==> config.mk <==
export PLATFORM = sky130hd
export DESIGN_NAME = bus_grant_sequencer_flat
export DESIGN_NICKNAME = d
export VERILOG_FILES = /design/src/rtl/bus_grant_sequencer_if.sv /design/src/rtl/bus_grant_sequencer.sv /design/src/flat_wrapper.sv
export SDC_FILE = /design/constraint.sdc
export NUM_CORES = 1
export LEC_CHECK = 0
export ABC_AREA = 1
export CAP_MARGIN = 20
export CORE_MARGIN = 4
export CORE_UTILIZATION = 45
export CTS_CLUSTER_DIAMETER = 150
export DETAILED_ROUTE_END_ITERATION = 6
export PLACE_DENSITY = 0.83
export SLEW_MARGIN = 10
export SYNTH_ARGS = -nofsm -noshare
export SYNTH_HDL_FRONTEND = slang
export SYNTH_SLANG_ARGS = --single-unit
==> constraint.sdc <==
create_clock -name clk -period 4.6 [get_ports clk]
set_clock_uncertainty 0.05 [all_clocks]
set_input_delay 0.69 -clock clk [delete_from_list [all_inputs] [get_ports clk]]
set_output_delay 0.69 -clock clk [all_outputs]
set_load 0.02 [all_outputs]
==> src/rtl/bus_grant_sequencer_if.sv <==
// Handshake bundle between a mask producer, the grant sequencer
// and the bus-select encoder that consumes the one-hot grant.
interface bus_grant_sequencer_if #(
  parameter int WIDTH = 32
);
  logic             start;
  logic [WIDTH-1:0] req_mask;
  logic             abort;
  logic             accept;
  logic [WIDTH-1:0] grant_onehot;
  logic             grant_valid;
  logic             busy;
  logic             done;
  logic             timeout_err;

  modport master (
    output start,
    output req_mask,
    output abort,
    output accept,
    input  grant_onehot,
    input  grant_valid,
    input  busy,
    input  done,
    input  timeout_err
  );

  modport slave (
    input  start,
    input  req_mask,
    input  abort,
    input  accept,
    output grant_onehot,
    output grant_valid,
    output busy,
    output done,
    output timeout_err
  );
endinterface

==> src/rtl/bus_grant_sequencer.sv <==
// One-hot grant sequencer: walks a request mask lowest bit first.
// Define GRANT_TIMEOUT_EN to add a sticky accept-timeout error.
module bus_grant_sequencer #(
  parameter int WIDTH          = 32,
  parameter int TIMEOUT_CYCLES = 16
) (
  input  logic                 clk,
  input  logic                 clr_n,
  bus_grant_sequencer_if.slave bus
);

  typedef enum logic [1:0] {
    S_IDLE,
    S_GRANT,
    S_DONE
  } state_t;

  state_t           state_q;
  state_t           state_d;
  logic [WIDTH-1:0] pend_q;
  logic [WIDTH-1:0] pend_d;
  logic [WIDTH-1:0] low;
  logic             gnt;
  logic             tmo_hit;

  // two's-complement trick isolates the lowest pending source
  assign low = pend_q & (-pend_q);
  assign gnt = (state_q == S_GRANT);

  always_ff @(posedge clk or negedge clr_n) begin
    if (!clr_n) begin
      state_q <= S_IDLE;
      pend_q  <= '0;
    end else begin
      state_q <= state_d;
      pend_q  <= pend_d;
    end
  end

  always_comb begin
    state_d = state_q;
    pend_d  = pend_q;
    unique case (state_q)
      S_IDLE: begin
        if (bus.start) begin
          if (|bus.req_mask) begin
            pend_d  = bus.req_mask;
            state_d = S_GRANT;
          end else begin
            state_d = S_DONE;
          end
        end
      end
      S_GRANT: begin
        if (bus.abort) begin
          pend_d  = '0;
          state_d = S_IDLE;
        end else if (bus.accept) begin
          pend_d = pend_q & ~low;
          if (~|pend_d) begin
            state_d = S_DONE;
          end
        end else if (tmo_hit) begin
          pend_d  = '0;
          state_d = S_IDLE;
        end
      end
      S_DONE: begin
        state_d = S_IDLE;
      end
      default: begin
        state_d = S_IDLE;
        pend_d  = '0;
      end
    endcase
  end

  assign bus.grant_valid  = gnt;
  assign bus.grant_onehot = {WIDTH{gnt}} & low;
  assign bus.busy         = (state_q != S_IDLE);
  assign bus.done         = (state_q == S_DONE);

`ifdef GRANT_TIMEOUT_EN
  localparam int CW =
    (TIMEOUT_CYCLES > 1) ? $clog2(TIMEOUT_CYCLES) : 1;
  localparam logic [CW-1:0] LIM = CW'(TIMEOUT_CYCLES - 1);

  logic [CW-1:0] wait_q;
  logic          err_q;

  // accept and abort both outrank the limit in the same cycle
  assign tmo_hit = gnt && !bus.accept && !bus.abort &&
                   (wait_q == LIM);

  always_ff @(posedge clk or negedge clr_n) begin
    if (!clr_n) begin
      wait_q <= '0;
      err_q  <= 1'b0;
    end else begin
      if (!gnt || bus.accept || bus.abort || tmo_hit) begin
        wait_q <= '0;
      end else begin
        wait_q <= wait_q + CW'(1);
      end
      if (tmo_hit) begin
        err_q <= 1'b1;
      end
    end
  end

  assign bus.timeout_err = err_q;
`else
  logic unused_tmo;
  assign unused_tmo      = (TIMEOUT_CYCLES != 0);
  assign tmo_hit         = 1'b0;
  assign bus.timeout_err = 1'b0;
`endif

endmodule

==> src/flat_wrapper.sv <==
// flat-port wrapper written by rule: the top's interface ports become plain ports
module bus_grant_sequencer_flat 
#(
  parameter int WIDTH          = 32,
  parameter int TIMEOUT_CYCLES = 16
)
  (clk, clr_n, bus_start, bus_req_mask, bus_abort, bus_accept, bus_grant_onehot, bus_grant_valid, bus_busy, bus_done, bus_timeout_err);
  bus_grant_sequencer_if #(.WIDTH(WIDTH)) bus_i ();
  input  logic clk;
  input  logic clr_n;
  input wire logic [$bits(bus_i.start)-1:0] bus_start;
  input wire logic [$bits(bus_i.req_mask)-1:0] bus_req_mask;
  input wire logic [$bits(bus_i.abort)-1:0] bus_abort;
  input wire logic [$bits(bus_i.accept)-1:0] bus_accept;
  output wire logic [$bits(bus_i.grant_onehot)-1:0] bus_grant_onehot;
  output wire logic [$bits(bus_i.grant_valid)-1:0] bus_grant_valid;
  output wire logic [$bits(bus_i.busy)-1:0] bus_busy;
  output wire logic [$bits(bus_i.done)-1:0] bus_done;
  output wire logic [$bits(bus_i.timeout_err)-1:0] bus_timeout_err;
  assign bus_i.start = bus_start;
  assign bus_i.req_mask = bus_req_mask;
  assign bus_i.abort = bus_abort;
  assign bus_i.accept = bus_accept;
  assign bus_grant_onehot = bus_i.grant_onehot;
  assign bus_grant_valid = bus_i.grant_valid;
  assign bus_busy = bus_i.busy;
  assign bus_done = bus_i.done;
  assign bus_timeout_err = bus_i.timeout_err;
  bus_grant_sequencer #(.WIDTH(WIDTH), .TIMEOUT_CYCLES(TIMEOUT_CYCLES)) u_core (.clk(clk), .clr_n(clr_n), .bus(bus_i));
endmodule
==> impl_metrics.ini, run 1 <==
[synth]
synth-seq-cells = 34
synth_area_sq_um = 2730
synthTopCellsByArea = dfrtp_1, nand2_1, inv_1, nor2_1, o21ai_0
ys.flop_type = dfrtp_1
synth-seq-area-share = 0.311
avgSynthCellArea_sq_um = 6.17
synth-edff-count = 0
synth_fp_nets = 480
ys_types = 27
synth_top_area_cell = dfrtp_1
synth_top_area_frac = 0.311
ys.warnings.count = 0
synthCells = 443
async_reset_ff_frac = 1.00

[power]
ir_drop_mv = 0.346
leakage_uw = 0.00158
power_density_nw_per_um2 = 582
total_power_uw = 2090

[floorplan]
fp-row-count = 28
die-area_sq_um = 7380
ios = 73
start_util = 0.462
die_h_microns = 85.9
die_x_microns = 85.9
fp.coreArea_sq_um = 5920

[hold_path]
hp-class = register to register
hp-start = u_core.pend_q[31]$_DFFE_PN0P_

[routing]
drtIter0Drc = 174
ant_nets = 0
wl_per_cell_microns = 14.7
firstDrtPassIters = 6
vias_per_cell = 5.41
finalWirelength_microns = 8580
route.detailed.drc = 0
num_vias = 3153

[global_routing]
grt_use_met1 = 0.300
antenna_found_initial = 0
grt_use_met3 = 0.0538
overflow = 0
grt_pass1_vias = 3007
top_usage_layer = met2
grt_use_met2 = 0.392
grt_max_degree = 61
grt.total_usage = 0.236
grt_first_pass_wirelength_microns = 14000

[sta]
layout_setup_ws_ns = 1.43
hold_ws_ns = 0.518
tightestPinTransition_ns = 0.616
maxSlewViolCount = 0
rsz0062_at_grt = false
fmax_mhz = 315
relSlewSlack = 0.589
final-hold-violation-count = 0
fin_crit_ns = 3.17
setup_viol = 0
post-route-period-util = 0.690
tns_ns = 0

[cts]
cts_buffers = 5
cts-root-buf = clkbuf_8
clk_latency_ns = 0.28
holdBufCountCts = 0
post_cts_resized = 0
clock_sinks = 34
clk_pin_slew_ns = 0.07
post_cts_buffers = 0
cts_tree = yes
h-tree-depth = 2
cts.path.max_buffers = 2

[layout]
area_growth_pct = 31.2
design_area_sq_um = 3580
num_antenna_cells = 0
drive_gt1_frac = 0.0610
final_net_count = 545

[worst_setup_path]
worstPathArrival_ns = 2.43
startpoint = u_core.pend_q[0]$_DFFE_PN0P_
r2r-start = u_core.state_q[0]$_DFFE_PN0P_
cp.required_ns = 3.86
cp-start-kind = register
crit_fanout = 8
cp-end-kind = output port
crit_type = register to output port

[run]
cap_violations = 0

[placement]
placed_cell_area_sq_um = 3480
globalplace.congestion = 0.938
io_buffers = 71
dp_slack_ns = 1.45
post-dp-hpwl_microns = 6650

[status]
status = finished, final reports clean
==> cell usage after synthesis, types with 2 or more instances <==
cell type	n
nand3_1	16
dfrtp_1	34
clkbuf_1	5
inv_1	71
nor4_1	11
buf_1	2
nor2_1	68
o22ai_1	24
nor2_4	4
nand3b_1	3
buf_2	6
nand4_1	9
nand2_4	3
nor2_2	4
o21ai_0	32
inv_2	2
o21ai_1	9
nor3_1	22
o21ai_2	2
nand2_2	5
buf_4	2
nand2_1	104
==> critical path, cell delays in order, from the launching register on <==
cell	delay, ns
dfrtp_1	0.46
nor2_4	0.23
nand2_4	0.15
nor2_2	0.18
nand2_2	0.12
nor4_1	0.33
clkdlybuf4s50_1	0.67
==> state kept, by name (all words and copies together), names as in the netlist <==
signal and count:
u_core.pend_q 32, u_core.state_q 2
==> power by group <==
part           internal [uW]  leakage, uW  switching (uW)
clock network            104    0.0000383             111
logic                    435      0.00111             885
registers                416     0.000441             136
==> cell type report <==
class                           instances  area [sq um]
Clock buffer                            7          76.3
Fill cell                             579          2340
Inverter                               74           280
Multi-Input combinational cell        320          1540
Sequential cell                        34           851
Tap cell                               75          93.8
Timing Repair Buffer                   73           746
==> placed cells by master (no fill, tap or decap), drive strengths merged <==
| cell type | n |
|---|---|
| inv | 74 |
| clkdlybuf4s50 | 71 |
| nor3 | 22 |
| clkbuf | 7 |
| o22a | 1 |
| nand2 | 112 |
| nand3b | 3 |
| buf | 2 |
| dfrtp | 34 |
| nor4 | 11 |
| nor2 | 77 |
| nand3 | 16 |
| nand4 | 9 |
| o22ai | 24 |
| conb | 1 |
| o21ai | 43 |
| a21oi | 1 |
==> metal layers <==
metal	up-vias	routed length, microns
li1	1568	-
met1	1389	3650
met2	168	3970
met3	28	687
met4	0	276
met5	-	0
==> kinds of logic (layout without fill, tap and decap cells) <==
| logic type | count (synthesis) | after routing | share of synthesized area |
|---|---|---|---|
| other | 1 | 1 | 0.00137 |
| buffers and inverters | 89 | 154 | 0.129 |
| flip-flops | 34 | 34 | 0.311 |
| AO/OA/AOI/OAI | 69 | 69 | 0.142 |
| AND/OR/NAND/NOR | 250 | 250 | 0.417 |
==> worst paths after layout <==
path	end	slack, ns	cells after the start
worst max-delay path	bus_grant_onehot[30]	1.43	6
worst min-delay path	u_core.pend_q[31]$_DFFE_PN0P_	0.52	2
worst max register to register	u_core.pend_q[5]$_DFFE_PN0P_	1.99	8
worst min register to register	u_core.pend_q[31]$_DFFE_PN0P_	0.52	2
max in group asynchronous	u_core.pend_q[31]$_DFFE_PN0P_	3.39	2
min in group asynchronous	u_core.pend_q[18]$_DFFE_PN0P_	0.78	2
==> metrics by stage <==
stage	util	std cells
after floorplan	-	443
after global placement	0.588	575
after detailed placement	0.588	575
after CTS	0.601	582
after global routing	0.605	583
final	0.605	583
Power figures use the tool's default switching activity.
==> run 2: changes to the inputs <==
==> constraint.sdc (replaced) <==
create_clock -name clk -period 3.1 [get_ports clk]
set_clock_uncertainty 0.05 [all_clocks]
set_input_delay 0.465 -clock clk [delete_from_list [all_inputs] [get_ports clk]]
set_output_delay 0.465 -clock clk [all_outputs]
set_load 0.02 [all_outputs]
==> run 2 against run 1 <==
Against the previous run:
- die area did not move
- first-iteration DRC count rose by 36%
- final area is 1.3% higher
- global-route usage grew 1.7 points
==> impl_metrics.ini, run 2 (synthesized netlist as in run 1, its figures left out) <==
[status]
status = finished, final reports clean

[worst_setup_path]
crit_cells = 6
cp-start-kind = register
cp_num_buf_inv = 1
worstPathArrival_ns = 2.44
crit_type = register to output port
path_delay_family = simple AND/OR/NAND/NOR gates
cp-end-kind = output port
critPathMaxStageDelay_ns = 0.67
cp.required_ns = 2.58
cp_common_cell = nor2_4
crit_fanout = 8
cp_cell_sequence = nor2_4 -> nand2_4 -> nor2_4 -> nand2_1 -> nor4_1 -> clkdlybuf4s50_1
cp_slowest_cell = clkdlybuf4s50_1
ff2ff_path_depth = 8

[cts]
post_cts_resized = 0
cts-root-buf = clkbuf_8
clk_latency_ns = 0.29
cts_buffers = 5
cts.path.max_buffers = 2
h-tree-depth = 2
cts_tree = yes
clk_pin_slew_ns = 0.08
post_cts_buffers = 0
holdBufCountCts = 0
clock_sinks = 34

[power]
p_sw_frac = 0.535
clockPowerShare = 0.127
seq_power_share = 0.249
leakage_uw = 0.00161
ir_drop_mv = 0.800
power.internal_uw = 1520
power_density_nw_per_um2 = 899
total_power_uw = 3260
pwr-share-comb = 0.624
p_switching_uw = 1750

[floorplan]
start_util = 0.462
fp.coreArea_sq_um = 5920
fp-row-count = 28
die_h_microns = 85.9
die_x_microns = 85.9
die-area_sq_um = 7380
ios = 73

[sta]
relSlewSlack = 0.592
setup_viol = 0
maxSlewViolCount = 0
rsz0062_at_grt = false
fmax_mhz = 339
hold_ws_ns = 0.519
tns_ns = 0
fin_crit_ns = 2.95
final-hold-violation-count = 0
post-route-period-util = 0.952
tightestPinTransition_ns = 0.611

[layout]
design_area_sq_um = 3630
num_antenna_cells = 0
final_common_cell = nand2_1
final_cell_mix = nand2_1, inv_1, clkdlybuf4s50_1
area_growth_pct = 32.8
largestRegisters = u_core.pend_q: 32 flops, u_core.state_q: 2 flops
regMostFlops = u_core.pend_q
final_net_count = 547
largest_register_ffs = 32
drive_gt1_frac = 0.0665

[routing]
num_vias = 3180
drtIter0Drc = 237
wl_per_cell_microns = 15.5
route.detailed.drc = 0
finalWirelength_microns = 9080
ant_nets = 0
vias_per_cell = 5.43
firstDrtPassIters = 5

[placement]
io_buffers = 71
post-dp-hpwl_microns = 6900
placed_cell_area_sq_um = 3500
globalplace.congestion = 0.975

[global_routing]
grt_first_pass_wirelength_microns = 14900
grt.total_usage = 0.253
grt_pass1_vias = 3133
antenna_found_initial = 0
overflow = 0
grt_max_degree = 61

[hold_path]
hp-class = register to register
holdPathStages = 2

[run]
cap_violations = 0
[run 2: worst paths after layout]
path | to | slack (ns) | from
worst max register to register | u_core.pend_q[20]$_DFFE_PN0P_ | 0.67 | u_core.state_q[0]$_DFFE_PN0P_
max in group asynchronous | u_core.pend_q[6]$_DFFE_PN0P_ | 2.12 | clr_n
min in group asynchronous | u_core.pend_q[18]$_DFFE_PN0P_ | 0.55 | clr_n
worst min register to register | u_core.pend_q[31]$_DFFE_PN0P_ | 0.52 | u_core.pend_q[31]$_DFFE_PN0P_
worst min-delay path | u_core.pend_q[31]$_DFFE_PN0P_ | 0.52 | u_core.pend_q[31]$_DFFE_PN0P_
worst max-delay path | bus_grant_onehot[29] | 0.15 | u_core.pend_q[0]$_DFFE_PN0P_
[run 2: power by group through the flow]
stage	sequential [uW]	combinational [uW]	clock, uW
2_1_floorplan	752	1470	0
3_3_place_gp	812	1920	0
3_5_place_dp	813	1950	0
4_1_cts	807	1960	413
5_1_grt	840	2280	433
6_report	813	2040	414
[run 2: cell type report]
cell class	count	area, sq um
Clock buffer	7	76.3
Clock inverter	1	30.0
Fill cell	581	2290
Inverter	74	280
Multi-Input combinational cell	320	1540
Sequential cell	34	851
Tap cell	75	93.8
Timing Repair Buffer	75	761
[run 2: through the flow]
| step | worst slack, ns | utilization | std cells |
|---|---|---|---|
| floorplan | 0.939 | - | 443 |
| global placement | 0.377 | 0.590 | 577 |
| detailed placement | 0.299 | 0.590 | 577 |
| CTS | 0.168 | 0.608 | 585 |
| global route | 0.0358 | 0.613 | 586 |
| finish | 0.148 | 0.613 | 586 |
[run 2: tightest hold or removal path: stages (launching register included)]
cell and delay, ns:
dfrtp_1 0.33, inv_1 0.05, o21ai_0 0.15
[run 2: routing by layer]
layer / up-vias / global-route usage / wire [microns]
li1: 1560 / - / -
met1: 1447 / 0.327 / 3810
met2: 150 / 0.423 / 4300
met3: 23 / 0.0403 / 696
met4: 0 / 0.0964 / 270
met5: - / 0 / 0
==> run 3: changes to the inputs <==
--- a/config.mk
+++ b/config.mk
@@ -11,7 +11,8 @@
 export CORE_UTILIZATION = 45
 export CTS_CLUSTER_DIAMETER = 150
 export DETAILED_ROUTE_END_ITERATION = 6
-export PLACE_DENSITY = 0.83
+export PLACE_DENSITY = 0.75
+export REMOVE_ABC_BUFFERS = 1
 export SLEW_MARGIN = 10
 export SYNTH_ARGS = -nofsm -noshare
 export SYNTH_HDL_FRONTEND = slang
==> run 3 against run 2 <==
Against the previous run:
- combinational power decreased by 2%
- wire length is 0.97% lower
- largest cell class unchanged
- global-route usage grew 0.055 points
- sequential cell count stayed put
- fmax rose by 1.5%
- die area is the same
- worst hold slack got worse by 0.0041 ns
- via count down 0.13%
- final area increased by 0.10%
- clock power down 2%
- highest routed layer unchanged
==> impl_metrics.ini, run 3 (synthesized netlist as in run 1, its figures left out) <==
[layout]
drive_gt1_frac = 0.0705
num_antenna_cells = 0
final_common_cell = nand2_1
regMostFlops = u_core.pend_q
stdcell_count = 586
final_cell_mix = nand2_1, inv_1, clkdlybuf4s50_1
n_fill_cell = 592
largestRegisters = u_core.pend_q: 32 flops, u_core.state_q: 2 flops
largest_register_ffs = 32
final_net_count = 547
area_growth_pct = 33.0

[sta]
layout_setup_ws_ns = 0.193
rsz0062_at_grt = false
relSlewSlack = 0.611
post-route-period-util = 0.938
final-hold-violation-count = 0
tightestPinTransition_ns = 0.578
maxSlewViolCount = 0
hold_ws_ns = 0.515
fmax_mhz = 344
setup_viol = 0
fin_crit_ns = 2.91
tns_ns = 0

[floorplan]
die-area_sq_um = 7380
ios = 73
fp.coreArea_sq_um = 5920
start_util = 0.462
fp-row-count = 28
die_h_microns = 85.9
die_x_microns = 85.9

[power]
power_density_nw_per_um2 = 887
leakage_uw = 0.00161
ir_drop_mv = 0.569

[placement]
globalplace.congestion = 0.943
post-dp-hpwl_microns = 6770
post-place-cells = 577
dp_slack_ns = 0.274
io_buffers = 71

[global_routing]
antenna_found_initial = 0
grt_pass1_vias = 3220
grt_first_pass_wirelength_microns = 15000
grt_max_degree = 61
overflow = 0
grt.total_usage = 0.254

[cts]
post_cts_buffers = 0
clk_pin_slew_ns = 0.08
cts-root-buf = clkbuf_8
holdBufCountCts = 0
cts_buffers = 5
post_cts_resized = 0
clock_sinks = 34
clk_latency_ns = 0.29
cts_tree = yes
h-tree-depth = 2
cts.path.max_buffers = 2

[routing]
highest_layer = met4
wirelength_met1_microns = 3980
drtIter0Drc = 229
vias_per_cell = 5.42
finalWirelength_microns = 8990
ant_nets = 0
wl_met3_microns = 505
route.detailed.drc = 0
dr_wl_met2_microns = 4110
num_vias = 3176
wl_per_cell_microns = 15.3
firstDrtPassIters = 5

[worst_setup_path]
cp-end-kind = output port
r2r-start = u_core.state_q[0]$_DFFE_PN0P_
ff2ff_path_depth = 9
r2r_setup_slack_ns = 0.68
worstPathArrival_ns = 2.39
r2r_end = u_core.pend_q[25]$_DFFE_PN0P_
cp.required_ns = 2.58
cp-start-kind = register
crit_fanout = 4
crit_type = register to output port

[hold_path]
hp-class = register to register
hp-start = u_core.pend_q[31]$_DFFE_PN0P_
hold_path_end = u_core.pend_q[31]$_DFFE_PN0P_
holdPathStages = 2

[status]
status = finished, final reports clean

[run]
cap_violations = 0
run 3: area by class of cell:
class,count,area (sq um),share of cell area
Sequential cell,34,851,0.234
Inverter,74,280,0.0771
Tap cell,75,93.8,0.0258
Timing Repair Buffer,75,761,0.209
Clock buffer,8,110,0.0303
Multi-Input combinational cell,320,1540,0.423
run 3: per-layer routing:
metal | up-vias | global-route usage
met5 | - | 0
met4 | 0 | 0.124
met2 | 132 | 0.409
met3 | 36 | 0.0451
met1 | 1443 | 0.325
li1 | 1565 | -
run 3: critical path, stage by stage (launching register included):
cell,delay [ns]
dfrtp_1,0.43
nor2_1,0.21
nand2_1,0.13
nor2_1,0.17
nand2_1,0.19
nor4_1,0.31
clkdlybuf4s50_1,0.66
run 3: worst max-delay path by stage:
stage	end	start	slack, ns	cells past startpoint
6_report	bus_grant_onehot[29]	u_core.pend_q[8]$_DFFE_PN0P_	0.19	6
5_1_grt	bus_grant_onehot[29]	u_core.pend_q[8]$_DFFE_PN0P_	0.003	6
4_1_cts	bus_grant_onehot[26]	u_core.pend_q[0]$_DFFE_PN0P_	0.20	6
3_5_place_dp	u_core.pend_q[27]$_DFFE_PN0P_	bus_req_mask[1]	0.27	8
3_3_place_gp	u_core.pend_q[30]$_DFFE_PN0P_	bus_req_mask[1]	0.36	9
2_1_floorplan	u_core.pend_q[0]$_DFFE_PN0P_	u_core.state_q[0]$_DFFE_PN0P_	-0.20	7
run 3: stage by stage:
step | area [sq um] | total power [uW] | utilization
floorplan | 2660 | 2160 | -
global placement | 3500 | 2710 | 0.590
detailed placement | 3500 | 2750 | 0.590
CTS | 3610 | 3150 | 0.609
global route | 3630 | 3520 | 0.614
finish | 3630 | 3220 | 0.614
run 3: power by group:
| part | leakage [uW] | switching (uW) | internal, uW | total [uW] |
|---|---|---|---|---|
| Sequential | 0.000441 | 199 | 617 | 815 |
| Combinational | 0.00111 | 1340 | 659 | 2000 |
| Clock | 0.0000575 | 180 | 225 | 405 |
==> RTL change (flow settings as in run 2) <==
`WIDTH` is set to 32 in 3 places; all go to 24.
--- a/src/rtl/bus_grant_sequencer_if.sv
+++ b/src/rtl/bus_grant_sequencer_if.sv
@@ -2,5 +2,5 @@
 // and the bus-select encoder that consumes the one-hot grant.
 interface bus_grant_sequencer_if #(
-  parameter int WIDTH = 32
+  parameter int WIDTH = 24
 );
   logic             start;
--- a/src/rtl/bus_grant_sequencer.sv
+++ b/src/rtl/bus_grant_sequencer.sv
@@ -2,5 +2,5 @@
 // Define GRANT_TIMEOUT_EN to add a sticky accept-timeout error.
 module bus_grant_sequencer #(
-  parameter int WIDTH          = 32,
+  parameter int WIDTH          = 24,
   parameter int TIMEOUT_CYCLES = 16
 ) (
--- a/src/flat_wrapper.sv
+++ b/src/flat_wrapper.sv
@@ -2,5 +2,5 @@
 module bus_grant_sequencer_flat 
 #(
-  parameter int WIDTH          = 32,
+  parameter int WIDTH          = 24,
   parameter int TIMEOUT_CYCLES = 16
 )
Ports: changed (resized bus_grant_onehot and bus_req_mask); port bits go from 73 to 57. No check against the original RTL was run, so the function may have changed too.
==> RTL change against run 2 <==
  * Cell area fell by 25%
  * First-iteration DRC count up 22%
  * Worst setup slack better by 0.080 ns
  * Total power decreased by 26%
  * Wire length is 29% lower
  * Clock power fell by 31%
  * Synthesized cell count fell by 22%
  * Die area is 22% lower
  * Sequential cell count down 8
  * Area after synthesis down 24%
==> RTL change: results (changes against run 2) <==
.. list-table::
   :header-rows: 1

   * - Metric
     - Value
   * - 1st-iter DRT viols
     - 290 (+22%)
   * - Slack of the worst reg-to-reg path
     - 0.83 ns (+0.16 ns)
   * - Wire length on met3
     - 475 um (-32%)
   * - Status
     - finished, final reports clean
   * - Crit-path max FO
     - 6 (-2)
   * - Net count after synthesis
     - 376 (-22%)
   * - GP Congestion
     - 1.02 (+4.8%)
   * - Arrival time of data at the critical path endpoint
     - 2.36 ns (-0.08 ns)
   * - Mean cell area of the mapped netlist
     - 5.96 um^2 (-3.3%)
   * - FILL cells
     - 444 (-24%)
   * - Post-Route M1 WL
     - 2.77 mm (-27%)
   * - Total of buffers placed on input and output ports
     - 55 (-23%)
   * - H-tree Lvls
     - 1 (-1)
   * - Fraction of the mapped netlist area in compound gates
     - 7.98% (-6.2 points)
   * - Largest net degree at the start of global routing
     - 29 (-52%)
   * - Largest incremental delay on the critical path
     - 0.65 ns (-0.02 ns)
   * - Post-Place Cell Area
     - 0.00264 mm^2 (-25%)
   * - Routed wire length
     - 6.41 mm (-29%)
   * - Clock period minus final worst setup slack
     - 2.87 ns (-0.0801 ns)
   * - Clock buffer count from CTS
     - 3 (-2)
   * - Biggest area contributors in the synthesized netlist
     - sky130_fd_sc_hd__dfrtp_1 (31%), sky130_fd_sc_hd__nand2_1 (25%), sky130_fd_sc_hd__nor2_1 (10%), sky130_fd_sc_hd__nand3_1 (7.3%), sky130_fd_sc_hd__o21ai_0 (5.6%)
   * - Switching power
     - 1280 uW (-27%)
   * - Biggest registers after layout
     - u_core.pend_q x24, u_core.state_q x2
   * - Clock latency on the worst-skew pair
     - 0.27 ns (-0.02 ns)
   * - Sequential share of the synthesized area
     - 31.4% (+0.30 points)
   * - Met2 wirelength from detailed routing
     - 3.07 mm (-29%)
   * - Vias in the first global route
     - 2,246 (-28%)
   * - Share of final-layout standard cells stronger than drive strength 1
     - 5.04% (-1.6 points)
## RTL change: cell types whose count changed in the layout (fill, tap and decap cells not counted), moves of 8 or more
cell / change
sky130_fd_sc_hd__inv_1: -50
sky130_fd_sc_hd__nand2_1: +36
sky130_fd_sc_hd__o22ai_1: -24
sky130_fd_sc_hd__clkdlybuf4s50_1: -16
sky130_fd_sc_hd__nor3_1: -15
sky130_fd_sc_hd__nand3_1: +14
sky130_fd_sc_hd__nor2_1: -12
sky130_fd_sc_hd__o21ai_0: -9
sky130_fd_sc_hd__dfrtp_1: -8
sky130_fd_sc_hd__nand4_1: -8
sky130_fd_sc_hd__o21ai_1: -8
## RTL change: power by group through the flow
stage                     registers (uW)  logic (uW)  clock network, uW
after detailed placement             630        1460                  0
final                                631        1500                285
after floorplan                      589        1120                  0
after CTS                            624        1480                291
after global placement               628        1440                  0
after global routing                 648        1700                304
## RTL change: what timing repair did
action | 4_1_cts | 5_1_grt
gates resized for setup | 0 | 1
endpoints found under the setup margin | 0 | 1
endpoints found under the hold margin | 0 | 0
## RTL change: area by class of cell
| class | count | area share, % |
|---|---|---|
| Inverter | 25 | 3.46 |
| Clock buffer | 3 | 1.52 |
| Multi-Input combinational cell | 283 | 46.1 |
| Clock inverter | 1 | 1.11 |
| Timing Repair Buffer | 59 | 21.4 |
| Sequential cell | 26 | 24.0 |
| Tap cell | 52 | 2.40 |
## RTL change: logic make-up after synthesis
kind of cell | Yosys count
compound gates | 30
buf+inv | 38
flops | 26
other cells | 1
simple gates | 252
## RTL change: metal layers
layer / vias to the layer above / track usage [%]
met2: 116 / 38.4
met4: 0 / 3.88
met5: - / 0
met1: 1129 / 33.8
li1: 1207 / -
met3: 10 / 3.03
